--- src/rtl/mac_seq_ctrl.sv ---
// Job sequencer for the 8x8 MAC: clears the accumulator, streams operand pairs,
// waits out the MAC latency, then returns the accumulator LSB-first as bytes.
module mac_seq_ctrl #(
  parameter int DATA_W  = 8,
  parameter int ACC_W   = 20,
  parameter int LEN_W   = 4,
  parameter int MAC_LAT = 1
) (
  input  logic              clk,
  input  logic              rst_n,
  input  logic              ena,
  input  logic              start,
  input  logic [LEN_W-1:0]  len,
  input  logic              abort,
  input  logic              in_valid,
  output logic              in_ready,
  input  logic [DATA_W-1:0] a_in,
  input  logic [DATA_W-1:0] b_in,
  output logic              mac_clr,
  output logic              mac_en,
  output logic [DATA_W-1:0] mac_a,
  output logic [DATA_W-1:0] mac_b,
  input  logic [ACC_W-1:0]  mac_acc,
  output logic              out_valid,
  input  logic              out_ready,
  output logic [7:0]        out_byte,
  output logic              busy,
  output logic              done
);

  localparam int NBYTES = (ACC_W + 7) / 8;
  localparam int RES_W  = NBYTES * 8;
  localparam int IDX_W  = (NBYTES > 1) ? $clog2(NBYTES) : 1;
  localparam int LAT_W  = (MAC_LAT > 1) ? $clog2(MAC_LAT) : 1;

  typedef enum logic [2:0] {S_IDLE, S_CLEAR, S_ACCUM, S_WAIT, S_SEND} state_t;

  state_t             state_q, state_d;
  logic [LEN_W-1:0]   cnt_q;
  logic [LAT_W-1:0]   lat_q;
  logic [IDX_W-1:0]   idx_q;
  logic [RES_W-1:0]   result_q;
  logic               done_q;
  logic               kill, beat, out_acc, last_byte, lat_last;

  always_comb begin
    state_d   = state_q;
    kill      = ena && abort && (state_q != S_IDLE);
    beat      = ena && !abort && (state_q == S_ACCUM) && in_valid;
    out_acc   = ena && !abort && (state_q == S_SEND) && out_ready;
    last_byte = out_acc && (idx_q == IDX_W'(NBYTES - 1));
    lat_last  = (lat_q == LAT_W'(MAC_LAT - 1));
    if (kill) begin
      state_d = S_IDLE;
    end else if (ena) begin
      case (state_q)
        S_IDLE:  if (start && (len != '0)) state_d = S_CLEAR;
        S_CLEAR: state_d = S_ACCUM;
        S_ACCUM: if (beat && (cnt_q == LEN_W'(1))) state_d = S_WAIT;
        S_WAIT:  if (lat_last) state_d = S_SEND;
        S_SEND:  if (last_byte) state_d = S_IDLE;
        default: state_d = S_IDLE;
      endcase
    end
  end

  // Everything is frozen while ena is low, including the pending done pulse.
  always_ff @(posedge clk or negedge rst_n) begin
    if (!rst_n) begin
      state_q  <= S_IDLE;
      cnt_q    <= '0;
      lat_q    <= '0;
      idx_q    <= '0;
      result_q <= '0;
      done_q   <= 1'b0;
    end else if (ena) begin
      state_q <= state_d;
      done_q  <= last_byte;
      if (kill) begin
        cnt_q <= '0;
        lat_q <= '0;
        idx_q <= '0;
      end else begin
        case (state_q)
          S_IDLE: if (start && (len != '0)) cnt_q <= len;
          S_ACCUM: begin
            lat_q <= '0;
            if (beat) cnt_q <= cnt_q - LEN_W'(1);
          end
          S_WAIT: begin
            lat_q <= lat_q + LAT_W'(1);
            if (lat_last) begin
              result_q <= RES_W'(mac_acc);
              idx_q    <= '0;
            end
          end
          S_SEND: if (out_acc) idx_q <= last_byte ? '0 : idx_q + IDX_W'(1);
          default: ;
        endcase
      end
    end
  end

  assign in_ready  = ena && !abort && (state_q == S_ACCUM);
  assign mac_en    = beat;
  assign mac_a     = beat ? a_in : '0;
  assign mac_b     = beat ? b_in : '0;
  assign mac_clr   = ena && (state_q == S_CLEAR);
  assign out_valid = ena && (state_q == S_SEND);
  assign out_byte  = (state_q == S_SEND) ? result_q[8*idx_q +: 8] : 8'h00;
  assign busy      = (state_q != S_IDLE);
  assign done      = ena && done_q;

endmodule

--- config.mk ---
export PLATFORM = sky130hd
export DESIGN_NAME = mac_seq_ctrl
export DESIGN_NICKNAME = d
export VERILOG_FILES = /design/src/rtl/mac_seq_ctrl.sv
export SDC_FILE = /design/constraint.sdc
export NUM_CORES = 1
export LEC_CHECK = 0
export BUFFER_PORTS_ARGS = -buffer_cell sky130_fd_sc_hd__buf_2
export CAP_MARGIN = 10
export CORE_ASPECT_RATIO = 1.75
export CORE_MARGIN = 10
export CORE_UTILIZATION = 30
export DETAILED_ROUTE_END_ITERATION = 10
export SLEW_MARGIN = 15
export SYNTH_ARGS = -nofsm -noshare
export SYNTH_HDL_FRONTEND = slang
export SYNTH_SLANG_ARGS = --single-unit
--- constraint.sdc ---
create_clock -name clk -period 2 [get_ports clk]
set_input_delay 0 -clock clk [delete_from_list [all_inputs] [get_ports clk]]
set_output_delay 0 -clock clk [all_outputs]
set_load 0.01 [all_outputs]
======== Word level (Yosys, flattened, before mapping) ========
Index checks and enable logic that the tools add are counted.
storage, ports and cells
  word-level logic and storage cells ...... 69
  output and inout port bits .............. 30
  register bits after elaboration ......... 31
  input port bits ......................... 47
operators by class
  shift-type cells ........................ 1
  add/subtract/negate cells ............... 3
  equality and inequality tests ........... 12
  multiplexer cells ....................... 20
  reductions and logical operators ........ 25
  bitwise gates (word level) .............. 2
operators with widths
  operator               count
  $mux W8                3
  $shiftx A24 B6 Y8      1
  $ne A3 B3 Y1 const B   6
  $mux W3                5
  $pmux W3 S5            1
  $logic_and A1 B1 Y1    13
  $mux W4                3
  $reduce_and A4 Y1      3
  $reduce_bool A3 Y1     4
  $mux W2                4
  $pmux W4 S2            1
  $eq A3 B2 Y1 const B   2
  $reduce_and A5 Y1      1
  $eq A4 B1 Y1 const B   1
  $pmux W2 S2            1
  $reduce_bool A4 Y1     1
  $sub A4 B1 Y4 const B  1
  $eq A3 B1 Y1 const B   1
  $eq A3 B3 Y1 const B   1
  $logic_not A3 Y1       1
  $add A2 B1 Y2 const B  1
  $eq A2 B2 Y1 const B   1
  $not A1 Y1             2
  $pmux W1 S2            1
  4 further kinds        4

======== Longest topological paths before layout ========
  depth after elaboration ................. 9
  gate-level depth with buffers ........... 6
  gate-level depth less buffers ........... 6

======== Least setup slack after synthesis ========
Ideal clock, no wire load.
  path type ............................... register to register
  from .................................... register state_q[2]
  to ...................................... register result_q[10]
  period minus slack after synthesis ...... 1,713 ps
  path slack .............................. 287 ps
  cell stages (with the launch flop) ...... 5
  setup time .............................. 125 ps
  path buffers ............................ 1
  data arrival time ....................... 1,588 ps
  required time ........................... 1,875 ps
  cells stage by stage .................... dfrtp_1 > or3b_4 > nor3_2 > buf_4 > mux2_2
between the ends
  longest elaborated chain between the ends .. 4
  elaborated cells on any way between the ends .. 5
  those cells by class .................... eq/ne (1); bitwise (1); reduce/logical (3)
RTL lines
  what                                    line  RTL
  from (decl)                             38    state_t state_q, state_d;
  from (signal assigned)                  77    state_q <= state_d;
  $reduce_bool A3 Y1                      48    kill = ena && abort && (state_q != S_IDLE);
  $logic_and A1 B1 Y1                     48
  $not A1 Y1 (no source line)             n/a
  $reduce_and A4 Y1 (no source line) (*)  n/a
  to (signal assigned)                    93    result_q <= RES_W'(mac_acc);
  to (decl)                               42    logic [RES_W-1:0] result_q;
Every way passes the cells marked *; elsewhere a longest branch is shown, timed or not.
A chain may end at the register's enable or synchronous reset.

======== Final worst setup path ========
  from .................................... register cnt_q[1]
  to ...................................... register state_q[1]
between the ends
  longest elaborated chain between the ends .. 4
RTL lines
  what                                line  RTL
  from (decl)                         39    logic [LEN_W-1:0] cnt_q;
  from (signal assigned)              85    S_IDLE: if (start && (len != '0)) cnt_q <= len;
  from (signal assigned)              88    if (beat) cnt_q <= cnt_q - LEN_W'(1);
  $eq A4 B1 Y1                        59    S_ACCUM: if (beat && (cnt_q == LEN_W'(1))) state_d = S_WAIT;
  $logic_and A1 B1 Y1                 59
  $ne A3 B3 Y1 (no source line)       n/a
  $reduce_and A5 Y1 (no source line)  n/a
No other way between the ends.

==> key figures <==
Logic synthesis
  • Register area share after synthesis: 41.3%
  • Post-synthesis adder-cell area fraction: 1.33%
  • Yosys warns: 0
  • Syn Nets: 236
  • Simple-Gate Fraction of Synth Area: 21.6%
  • Cells after Synth: 187
  • Synth Flop Type: dfrtp_1
  • Largest family of logic cells by synthesized area: simple AND/OR/NAND/NOR gates
  • Yosys reg bits: 31
  • Cell variety after synth: 44
  • Post-synth EDFFs: 0
  • Xor/xnor share of the synthesized area: 0%
  • Mapped Area: 0.00188 mm2
  • Avg Inst Size Synth: 10.0 um2
  • Asr flop ratio synth: 100%
  • Complex-gate fraction of the synthesized area: 13.5%
  • Multiplexer share of the synthesized area: 18.1%

Global route
  • GR Layer Usage met2: 19.6%
  • Vias in the first global route: 2,051
  • First-pass GRT wire length: 9290 um
  • Overall routing resource usage: 11.3%
  • M1 GR Usage: 11.2%
  • Antenna violations before repair: 0
  • Total gr overflow: 0
  • GRT Max-Usage Layer: met2
  • Largest net degree at the start of global routing: 32
  • Met3 Usage GRT: 4.62%

Clock tree
  • Clock sink total: 31
  • Worst-path clk slew: 60 ps
  • TritonCTS clock tree: done
  • Num CTS Buffers: 5
  • H-tree levels: 2
  • CTS Root Cell: clkbuf_8
  • Worst-Skew Late Latency: 280 ps
  • Post-CTS setup buffer count: 0
  • Clock buffer depth: 2

Run status
  • Status: completed

Layout
  • Layout cell share with drive strength beyond 1: 43.8%
  • Final core utilization: 44.1%
  • Leading cell type in the layout, fill and taps excluded: buf_2
  • ANT cells: 0
  • Most frequent cells in the layout: buf_2, dfrtp_1, mux2_2
  • Fin area: 0.00271 mm2
  • Fillers: 583
  • Area grow syn2layout: 44.1%
  • # nets final: 341

Routing
  • Antenna-violating nets left: 0
  • Via count: 1,824
  • Post-route DRC: 0
  • Pre-antenna DRT Iters: 4
  • Via/cell ratio: 4.90
  • Initial DRC count: 70
  • WL/cell: 15.2 um
  • Final wirelength: 5640 um

Setup path
  • Crit Path Class: flop to flop
  • WP data arrival: 1990 ps
  • Worst-path fanout max: 3
  • CP required: 2160 ps
  • Worst Setup Start Kind: flop
  • Crit end category: flop

Floorplanning
  • Die Span X: 79.8 um
  • Starting Density: 30.6%
  • Total Die Area: 0.00994 mm2
  • Die height: 125 um
  • Row count: 38
  • CORE AREA: 0.00613 mm2
  • I/O Pins: 77

Power and ir drop
  • Leakage power: 1.31 nW
  • PD cells: 1000 mW/mm2
  • Highest ir drop seen on vdd: 0.682 mV

Timing
  • Setup TNS: 0 ps
  • Skew final: 5.99 ps
  • Final setup vio count: 0
  • Fin crit period: 1830 ps
  • Final worst-path cycle share: 91.7%
  • RSZ-0062 raised after global routing: no
  • Max-slew violation count: 0
  • Hold WS: 57.1 ps
  • Worst-Margin Slew: 694 ps
  • Max transition margin: 53.7%
  • Final count of hold timing violations: 0
  • FMAX: 546 MHz

Hold path
  • Hold Path Class: input port to flop

Placed design
  • Routability cong.: 0.861
  • Placed Area: 0.00240 mm2
  • Hpwl dp: 4380 um
  • Port buffer count: 76

Run
  • Max Cap Viol: 0
[final cells by class]
class	count	area, um2	area share [%]
inverters	6	22.5	0.833
multi-input cells	139	1030	37.9
well taps	80	100	3.70
clock buffers	6	82.6	3.05
clock inverters	1	5.00	0.185
repair buffers	109	693	25.6
flip-flops and latches	31	776	28.7
[metrics by stage]
stage / setup slack, ps / total power, mW / cells
2_1_floorplan: 287 / 1.84 / 187
3_3_place_gp: 207 / 2.17 / 344
3_5_place_dp: 181 / 2.20 / 344
4_1_cts: 129 / 2.73 / 372
5_1_grt: 57.5 / 2.94 / 372
6_report: 167 / 2.71 / 372
[state kept, by name (all words and copies together), names as in the netlist]
register and count:
result_q 20, cnt_q 4, state_q 3, idx_q 2, done_q 1, lat_q 1
[worst max-delay path, stage by stage (launching register included)]
cell and delay [ps]:
dfrtp_1 380, inv_1 100, ha_1 140, or3b_2 480
nor4_4 160, o311ai_2 140, mux2_2 310
[cells in the mapped netlist, types with 3 or more instances]
library cell  number  area share, %
nor2_1            18            3.6
a21oi_1           12            3.2
o41ai_1            3            1.4
mux2i_1            8            4.3
nand2_1            6            1.2
dfrtp_1           31             41
buf_4              3            1.2
o21ai_0            5            1.3
nor3_1            10            2.7
clkbuf_1           5            1.0
inv_1              6            1.2
mux2_2            23             14
and2_1            18            6.0
[power by group]
group	internal [mW]	switching, mW
sequential	0.894	0.172
clock	0.269	0.218
combinational	0.589	0.567
[path summary, 6_finish.rpt]
kind / endpoint / startpoint / slack, ps / depth (start not counted)
max: state_q[1]$_DFFE_PN0P_ / cnt_q[1]$_DFFE_PN0P_ / 170 / 6
min: cnt_q[3]$_DFFE_PN0P_ / len[3] / 60 / 3
max reg2reg: state_q[1]$_DFFE_PN0P_ / cnt_q[1]$_DFFE_PN0P_ / 170 / 6
min reg2reg: result_q[5]$_DFFE_PN0P_ / result_q[5]$_DFFE_PN0P_ / 510 / 1
max in group asynchronous: result_q[6]$_DFFE_PN0P_ / rst_n / 1250 / 2
min in group asynchronous: result_q[5]$_DFFE_PN0P_ / rst_n / 290 / 2
[logic make-up (layout without fill, tap and decap cells)]
family                     after synthesis  in the layout
and+or+nand+nor                         70             70
AOI/OAI and AO/OA                       36             36
muxes                                   31             31
DFF                                     31             31
buffers and inverters                   17            122
adders and majority gates                2              2
[routing by layer]
metal  vias up  share of wire (%)
met2        76                 49
met5         -                  0
li1        880                  -
met4         0                2.1
met3         9                 11
met1       859                 38
[repair_timing]
| item | 4_1_cts | 5_1_grt |
|---|---|---|
| resized for setup | 0 | 1 |
| hold buffers | 21 | 0 |
| setup endpoints to repair | 0 | 1 |
| hold endpoints to repair | 51 | 0 |
No activity file was read; power rests on OpenSTA's default activity.
